$ cat src/rtl/ocw_frame_rx.sv
// Serial word-frame receiver: start/data/[parity]/stop deserializer with a 2-slot skid output buffer.
// Parity bit and PAR state are present only when OCW_FRAME_RX_PARITY_EN is defined.
module ocw_frame_rx #(
  parameter int unsigned WORD_W = 16,
  parameter int unsigned CNT_W  = $clog2(WORD_W + 1)
) (
  input  logic              clk,
  input  logic              rst_n,
  input  logic              sin_vld,
  input  logic              sin_dat,
  output logic [WORD_W-1:0] word_o,
  output logic              word_vld_o,
  input  logic              word_rdy_i,
  output logic              par_err_o,
  output logic              frm_err_o,
  output logic              ovr_o,
  input  logic              ovr_clr_i,
  output logic              busy_o
);

`ifdef OCW_FRAME_RX_PARITY_EN
  typedef enum logic [1:0] {IDLE, DATA, PAR, STOP} state_t;
`else
  typedef enum logic [1:0] {IDLE, DATA, STOP} state_t;
`endif

  state_t              state_q, state_d;
  logic [WORD_W-1:0]   sreg_q;
  logic [CNT_W-1:0]    cnt_q;
  logic                push, pop, ferr_evt;
  logic                frm_err_q;
  logic [WORD_W-1:0]   slot0_q, slot1_q;
  logic [1:0]          occ_q;
  logic                ovr_q;

`ifdef OCW_FRAME_RX_PARITY_EN
  logic                perr_q, perr_evt, par_err_q;
`endif

  always_ff @(posedge clk or negedge rst_n) begin
    if (!rst_n) state_q <= IDLE;
    else        state_q <= state_d;
  end

  always_comb begin
    state_d  = state_q;
    push     = 1'b0;
    ferr_evt = 1'b0;
`ifdef OCW_FRAME_RX_PARITY_EN
    perr_evt = 1'b0;
`endif
    if (sin_vld) begin
      case (state_q)
        IDLE: if (!sin_dat) state_d = DATA;
        DATA: if (cnt_q == CNT_W'(WORD_W - 1)) begin
`ifdef OCW_FRAME_RX_PARITY_EN
          state_d = PAR;
`else
          state_d = STOP;
`endif
        end
`ifdef OCW_FRAME_RX_PARITY_EN
        PAR:  state_d = STOP;
`endif
        STOP: begin
          state_d = IDLE;
          // Framing error outranks parity error; only one pulse per frame.
          if (!sin_dat) ferr_evt = 1'b1;
`ifdef OCW_FRAME_RX_PARITY_EN
          else if (perr_q) perr_evt = 1'b1;
`endif
          else push = 1'b1;
        end
        default: state_d = IDLE;
      endcase
    end
  end

  always_ff @(posedge clk or negedge rst_n) begin
    if (!rst_n) begin
      sreg_q <= '0;
      cnt_q  <= '0;
`ifdef OCW_FRAME_RX_PARITY_EN
      perr_q <= 1'b0;
`endif
    end else if (sin_vld) begin
      case (state_q)
        IDLE: if (!sin_dat) begin
          sreg_q <= '0;
          cnt_q  <= '0;
        end
        DATA: begin
          for (int unsigned i = 0; i < WORD_W; i++)
            if (cnt_q == CNT_W'(i)) sreg_q[i] <= sin_dat;
          if (cnt_q != CNT_W'(WORD_W - 1)) cnt_q <= cnt_q + CNT_W'(1);
        end
`ifdef OCW_FRAME_RX_PARITY_EN
        PAR:  perr_q <= sin_dat ^ (^sreg_q);
`endif
        default: ;
      endcase
    end
  end

  always_ff @(posedge clk or negedge rst_n) begin
    if (!rst_n) begin
      frm_err_q <= 1'b0;
`ifdef OCW_FRAME_RX_PARITY_EN
      par_err_q <= 1'b0;
`endif
    end else begin
      frm_err_q <= ferr_evt;
`ifdef OCW_FRAME_RX_PARITY_EN
      par_err_q <= perr_evt;
`endif
    end
  end

  assign pop = (occ_q != 2'd0) && word_rdy_i;

  // slot0 always drives word_o; slot1 only holds the second word when full.
  always_ff @(posedge clk or negedge rst_n) begin
    if (!rst_n) begin
      slot0_q <= '0;
      slot1_q <= '0;
      occ_q   <= 2'd0;
      ovr_q   <= 1'b0;
    end else begin
      case (occ_q)
        2'd0: if (push) begin
          slot0_q <= sreg_q;
          occ_q   <= 2'd1;
        end
        2'd1: begin
          if (push && pop) slot0_q <= sreg_q;
          else if (push) begin
            slot1_q <= sreg_q;
            occ_q   <= 2'd2;
          end else if (pop) occ_q <= 2'd0;
        end
        2'd2: if (pop) begin
          slot0_q <= slot1_q;
          if (push) slot1_q <= sreg_q;
          else      occ_q   <= 2'd1;
        end
        default: occ_q <= 2'd0;
      endcase
      if (push && (occ_q == 2'd2) && !pop) ovr_q <= 1'b1;
      else if (ovr_clr_i)                  ovr_q <= 1'b0;
    end
  end

  assign word_o     = slot0_q;
  assign word_vld_o = (occ_q != 2'd0);
  assign frm_err_o  = frm_err_q;
  assign ovr_o      = ovr_q;
  assign busy_o     = (state_q != IDLE);
`ifdef OCW_FRAME_RX_PARITY_EN
  assign par_err_o  = par_err_q;
`else
  assign par_err_o  = 1'b0;
`endif

endmodule

$ cat config.mk
export PLATFORM = sky130hd
export DESIGN_NAME = ocw_frame_rx
export DESIGN_NICKNAME = d
export VERILOG_FILES = /design/src/rtl/ocw_frame_rx.sv
export SDC_FILE = /design/constraint.sdc
export NUM_CORES = 1
export LEC_CHECK = 0
export CAP_MARGIN = 20
export CORE_MARGIN = 3
export CORE_UTILIZATION = 27
export CTS_CLUSTER_SIZE = 20
export DETAILED_ROUTE_END_ITERATION = 10
export DONT_BUFFER_PORTS = 1
export GPL_TIMING_DRIVEN = 0
export PLACE_DENSITY_LB_ADDON = 0.05
export SYNTH_ARGS = -nofsm -noshare
export SYNTH_HDL_FRONTEND = slang
export SYNTH_SLANG_ARGS = --single-unit
$ cat constraint.sdc
create_clock -name clk -period 1.7 [get_ports clk]
set_input_delay 0.17 -clock clk [delete_from_list [all_inputs] [get_ports clk]]
set_output_delay 0.17 -clock clk [all_outputs]
set_load 0.02 [all_outputs]
After elaboration in Yosys (flattened, before gate mapping)

Index checks and enable logic that the tools add are counted.

Muxes and demuxes: 47
Reduce and logical (&&, ||, !) cells: 35
Add/sub/neg operators: 1
Equal/unequal tests: 44

Operator list:

| operator                                                              | number |
|---|---|
| 16-bit 2-to-1 mux                                                     | 7 |
| 4-bit AND reduction                                                   | 18 |
| 16-bit case mux with 2 select lines                                   | 2 |
| 16-bit case mux with 3 select lines                                   | 1 |
| 2-bit != test, second input constant                                  | 23 |
| 5-bit by 4-bit equality test with 1-bit output, second input constant | 8 |
| 1-bit 2-to-1 mux                                                      | 24 |
| 5-bit by 3-bit equality test with 1-bit output, second input constant | 4 |
| 2-bit 2-to-1 mux                                                      | 8 |
| 5-bit by 2-bit equality test with 1-bit output, second input constant | 2 |
| 5-bit 2-to-1 mux                                                      | 2 |
| 5-bit case mux with 2 select lines                                    | 1 |
| 2-bit nonzero test                                                    | 5 |
| 2-bit case mux with 3 select lines                                    | 1 |
| 3-bit AND reduction                                                   | 2 |
| 5-bit by 1-bit adder with 5-bit output, second input constant         | 1 |
| 5-bit by 1-bit equality test with 1-bit output, second input constant | 1 |
| 5-bit logical NOT                                                     | 1 |
| 5-bit by 4-bit != test with 1-bit output, second input constant       | 1 |
| 5-bit AND reduction                                                   | 1 |
| 2-bit by 1-bit equality test with 1-bit output, second input constant | 2 |
| 2-bit equality test, second input constant                            | 2 |
| 1-bit logical AND                                                     | 4 |
| 2-bit logical NOT                                                     | 2 |
| 4 further kinds                                                       | 4 |

Register bits: 59
Input bits: 6

Logic depth before layout (Yosys ltp)

Depth in word-level cells: 6
Gate-level depth with buffers: 6
Depth with buffers taken out: 6

Worst setup path before layout

OpenSTA, ideal clock, no wires.

Path type: register -> register
Start: register state_q[0]
End: register slot0_q[10] (netlist: word_o[10])
Slack: -116 ps
Period minus slack after synthesis: 1816 ps
Stages on the path, launching flop included: 6
Data required time: 1575 ps
Data arrival time: 1691 ps
Path buffers: 2
Setup time: 125 ps
Cell sequence: dfrtp_1 -> buf_6 -> nand4b_4 -> a221oi_4 -> buf_6 -> mux2_2

Longest elaborated chain between the ends: 6
Elaborated cells between the ends (all ways): 7
Those cells by class: eq/ne: 3; mux: 2; reduce/logical: 2

Ends and longest elaborated chain:

| what                              | line | RTL |
|---|---|---|
| start: declaration                | 27   | `state_t state_q, state_d;` |
| start signal: assignment          | 42   | `else state_q <= state_d;` |
| 2-bit equality test (*)           | 53   | `case (state_q)` |
| 1-bit 2-to-1 mux (*)              | 53   |  |
| 1-bit 2-to-1 mux (*)              | 52   | `if (sin_vld) begin` |
| 1-bit logical AND                 | 135  | `if (push && pop) slot0_q <= sreg_q;` |
| 2-bit != test (no line)           | n/a  |  |
| 4-bit AND reduction (no line) (*) | n/a  |  |
| end signal: assignment            | 131  | `slot0_q <= sreg_q;` |
| end signal: assignment            | 135  |  |
| end signal: assignment            | 142  | `slot0_q <= slot1_q;` |
| end: declaration                  | 32   | `logic [WORD_W-1:0] slot0_q, slot1_q;` |

Every way passes the cells marked *; elsewhere a longest branch is shown, timed or not.
A chain may end at the register's enable or synchronous reset.

Final worst setup path

Start: register occ_q[1]
End: register slot0_q[14] (netlist: word_o[14])

Longest elaborated chain between the ends: 5
Elaborated cells between the ends (all ways): 12
Those cells by class: eq/ne: 5; mux: 1; reduce/logical: 6

Ends and longest elaborated chain:

| what                          | line | RTL |
|---|---|---|
| start: declaration            | 33   | `logic [1:0] occ_q;` |
| start signal: assignment      | 126  | `occ_q <= 2'd0;` |
| start signal: assignment      | 132  | `occ_q <= 2'd1;` |
| start signal: assignment      | 138  | `occ_q <= 2'd2;` |
| 2-bit nonzero test            | 119  | `assign pop = (occ_q != 2'd0) && word_rdy_i;` |
| 1-bit logical AND             | 119  |  |
| 1-bit logical AND             | 135  |  |
| 2-bit != test (no line)       | n/a  |  |
| 4-bit AND reduction (no line) | n/a  |  |

Several ways; a longest one is shown, not always the timed one.

==> flow_summary.toml <==
[layout]
finish.instance_area_sq_um = 3830
final_util = 0.365
final_cells = 410
diodes = 0
syn2layout_area_growth_pct = 28.6
finalNetCount = 280
final-seq-area_sq_um = 1480
fillCellCount = 1037
drive_gt1_frac = 0.438
multi_input_area_sq_um = 1590

[detailed_routing]
drc_errors = 0
m1WireLength_um = 3520
wirelength_um = 7400
dr.max_layer_used = "met4"
wire_per_inst_um = 18.0
viasPerCell = 4.80
wl_met3_um = 287
num_vias = 1967
postRouteAntennaNets = 0
wl_met2_um = 3420
drtIter0Drc = 80
firstDrtPassIters = 4

[power_and_ir_drop]
switchingPower_mw = 1.04
p_comb_frac = 0.167
power_leakage_nw = 1.75
pwr-share-seq = 0.470
peakVddDrop_mv = 0.291
power_mw = 3.52
power_density_nw_per_um2 = 919
power_frac_clock = 0.362
switching_share = 0.296
p_int_mw = 2.48

[clock_tree]
cts.path.max_buffers = 2
cts_buffers = 9
htreeDepth = 3
tritoncts = "done"
clock-sinks = 59
root_buffer = "clkbuf_8"
clk_pin_slew_ns = 0.08
insertion_delay_ns = 0.34

[placed_design]
hpwl_um = 4390
place_ws_ns = -0.383
gp_congestion = 0.826
io_buffers = 0
numPlacedInstances = 377
placed_area_sq_um = 3160

[logic_synthesis]
synth_area_sq_um = 2980
synth-simple-area-share = 0.141
synth_top_area_frac = 0.496
synthAdderAreaFrac = 0.0210
yosysWarningCount = 0
postSynthAreaPerCell_sq_um = 12.4
yosysTopAreaCell = "dfrtp_1"
muxShareOfSynthArea = 0.247
ys_ff_latch = 59
yosys.area_share.xor_xnor = 0
synth_compound_area_frac = 0.0517
syn_inst = 241
synth.distinct_cells = 43
synth.yosys.seq_area_share = 0.496
synth_top_family_by_area = "multiplexers"
synthTopCellsByArea = "dfrtp_1 (50%), mux2_2 (19%), mux2i_1 (5.4%)"
synth.net_count = 252

[sta]
setup_violations = 0
rsz0062_at_grt = "yes"
period_needed_ns = 1.68
slew_viol_final = 0
fin_crit_sh = 0.991
hold_violations = 0
setup_tns_ns = 0
skew_ns = 0.0105
hold_ws_ns = 0.104
setup_slack_ns = 0.0151
fmax_mhz = 593

[critical_path]
crit_slowest_cell = "dfrtp_2"
worstPathMaxFanout = 6
crit_required_ns = 1.93
crit_family = "buffers and inverters"
cp-start-kind = "flop"
max_stage_delay_ns = 0.42
cp-end-kind = "flop"
cp.arrival_ns = 1.92
crit_type = "reg -> reg"
path_cells = "buf_4 -> nand2b_4 -> a221oi_4 -> buf_12 -> buf_8 -> mux2_2"
r2r_slack_ns = 0.02
path_buf_inv = 3

[die]
ioPinCount = 27
die_h_um = 111
initial_core_util = 0.283
dieArea_sq_um = 12300
die_w_um = 111
num_rows = 37
fp.coreArea_sq_um = 10500

[global_route]
gr-total-overflow = 0
grt_start_max_net_pins = 60
grt_pass1_vias = 2181
grt_pass1_wl_um = 12400
grtUsageTotal = 0.130
antenna_found_initial = 0

[hold_path]
min_path_type = "in -> reg"

[status]
status = "finished clean"

[job]
max_cap_viol_count = 0
-- metal layers --
metal	track usage	vias to the layer above
li1	-	918
met1	0.172	996
met2	0.195	38
met3	0.0415	15
met4	0.0527	0
met5	0	-
-- final cells by class --
type | count | area share
Buffer | 13 | 0.0291
Clock buffer | 9 | 0.0323
Clock inverter | 7 | 0.0180
Inverter | 7 | 0.00686
Multi-Input combinational cell | 157 | 0.415
Sequential cell | 59 | 0.386
Tap cell | 136 | 0.0444
Timing Repair Buffer | 22 | 0.0679
-- cells in the mapped netlist (all sizes together) --
cell     count
mux2i       16
nor4b        2
a41oi        3
nand4b       1
a21oi        1
nor2         1
dfrtp       59
o221ai       1
nand2       19
buf         10
nand3       11
or4b         1
o22ai        1
and4bb       3
mux2        51
nand4        4
nor4         2
clkbuf       8
o21ai        1
o32ai        1
or2          1
nand2b       6
or3b         1
a31oi        1
o31ai        1
nor2b        9
and3         1
nor4bb       1
o2bb2ai      3
nor3b        1
and2         1
conb         1
and3b        1
nand3b       2
inv          7
ha           5
a21o         1
o41ai        1
a221oi       1
-- sequential cells by signal, indices dropped and copies added (netlist names) --
signal	cells
word_o	16
state_q	2
ovr_o	1
sreg_q	16
occ_q	2
slot1_q	16
frm_err_o	1
cnt_q	5
-- layout by cell type, fill, tap and decap left out, types with 2 or more instances in the layout --
cell type and instances:
mux2_2 20, inv_1 7, nand2_1 18, dfrtp_1 56
a41oi_1 3, buf_4 14, o2bb2ai_1 3, clkbuf_8 9
clkbuf_2 2, clkinv_2 3, nand3b_1 2, and4bb_2 3
nand2b_1 5, mux2_4 31, clkinvlp_4 2, mux2i_1 16
dlygate4sd3_1 2, buf_8 2, clkbuf_1 3, buf_12 5
ha_4 2, ha_1 3, nor2b_1 9, dfrtp_2 3
nand3_1 10, nand4_1 4, buf_6 3
-- path summary, 6_finish.rpt --
| path | end | cells past startpoint | start |
|---|---|---|---|
| min | frm_err_o$_DFF_PN0_ | 2 | sin_dat |
| max | word_o[14]$_DFFE_PN0P_ | 6 | occ_q[1]$_DFFE_PN0P_ |
| min in group asynchronous | word_o[7]$_DFFE_PN0P_ | 2 | rst_n |
| max in group asynchronous | cnt_q[0]$_DFFE_PN0P_ | 2 | rst_n |
| max reg2reg | word_o[14]$_DFFE_PN0P_ | 6 | occ_q[1]$_DFFE_PN0P_ |
| min reg2reg | slot1_q[5]$_DFFE_PN0P_ | 1 | slot1_q[5]$_DFFE_PN0P_ |
-- repair_timing --
| action | CTS | global route |
|---|---|---|
| setup endpoints to repair | 50 | 53 |
| hold buffers | 3 | 0 |
| buffers inserted | 14 | 3 |
| pin swaps | 4 | 5 |
| hold endpoints to repair | 60 | 0 |
| resized for setup | 52 | 23 |
| cloned | 2 | 0 |
-- worst register-to-register path, delay by kind of cell (launching register included) --
kind	cells	cell delay (ns)
buf+inv	3	0.44
simple gates	1	0.14
compound gates	1	0.26
mux	1	0.33
flops	1	0.42
-- power groups by stage --
| stage | Clock (mW) | Combinational (mW) | Sequential (mW) |
|---|---|---|---|
| CTS | 1.34 | 0.606 | 1.63 |
| global route | 1.41 | 0.664 | 1.68 |
| detailed placement | 0 | 0.516 | 1.65 |
| global placement | 0 | 0.516 | 1.65 |
| finish | 1.28 | 0.589 | 1.66 |
| floorplan | 0 | 0.407 | 1.61 |
-- logic make-up after synthesis --
logic type | count (synthesis)
fa+ha+maj | 5
buf+inv | 25
compound gates | 16
flops | 59
other cells | 1
simple gates | 68
mux | 67
Power figures use the tool's default switching activity.
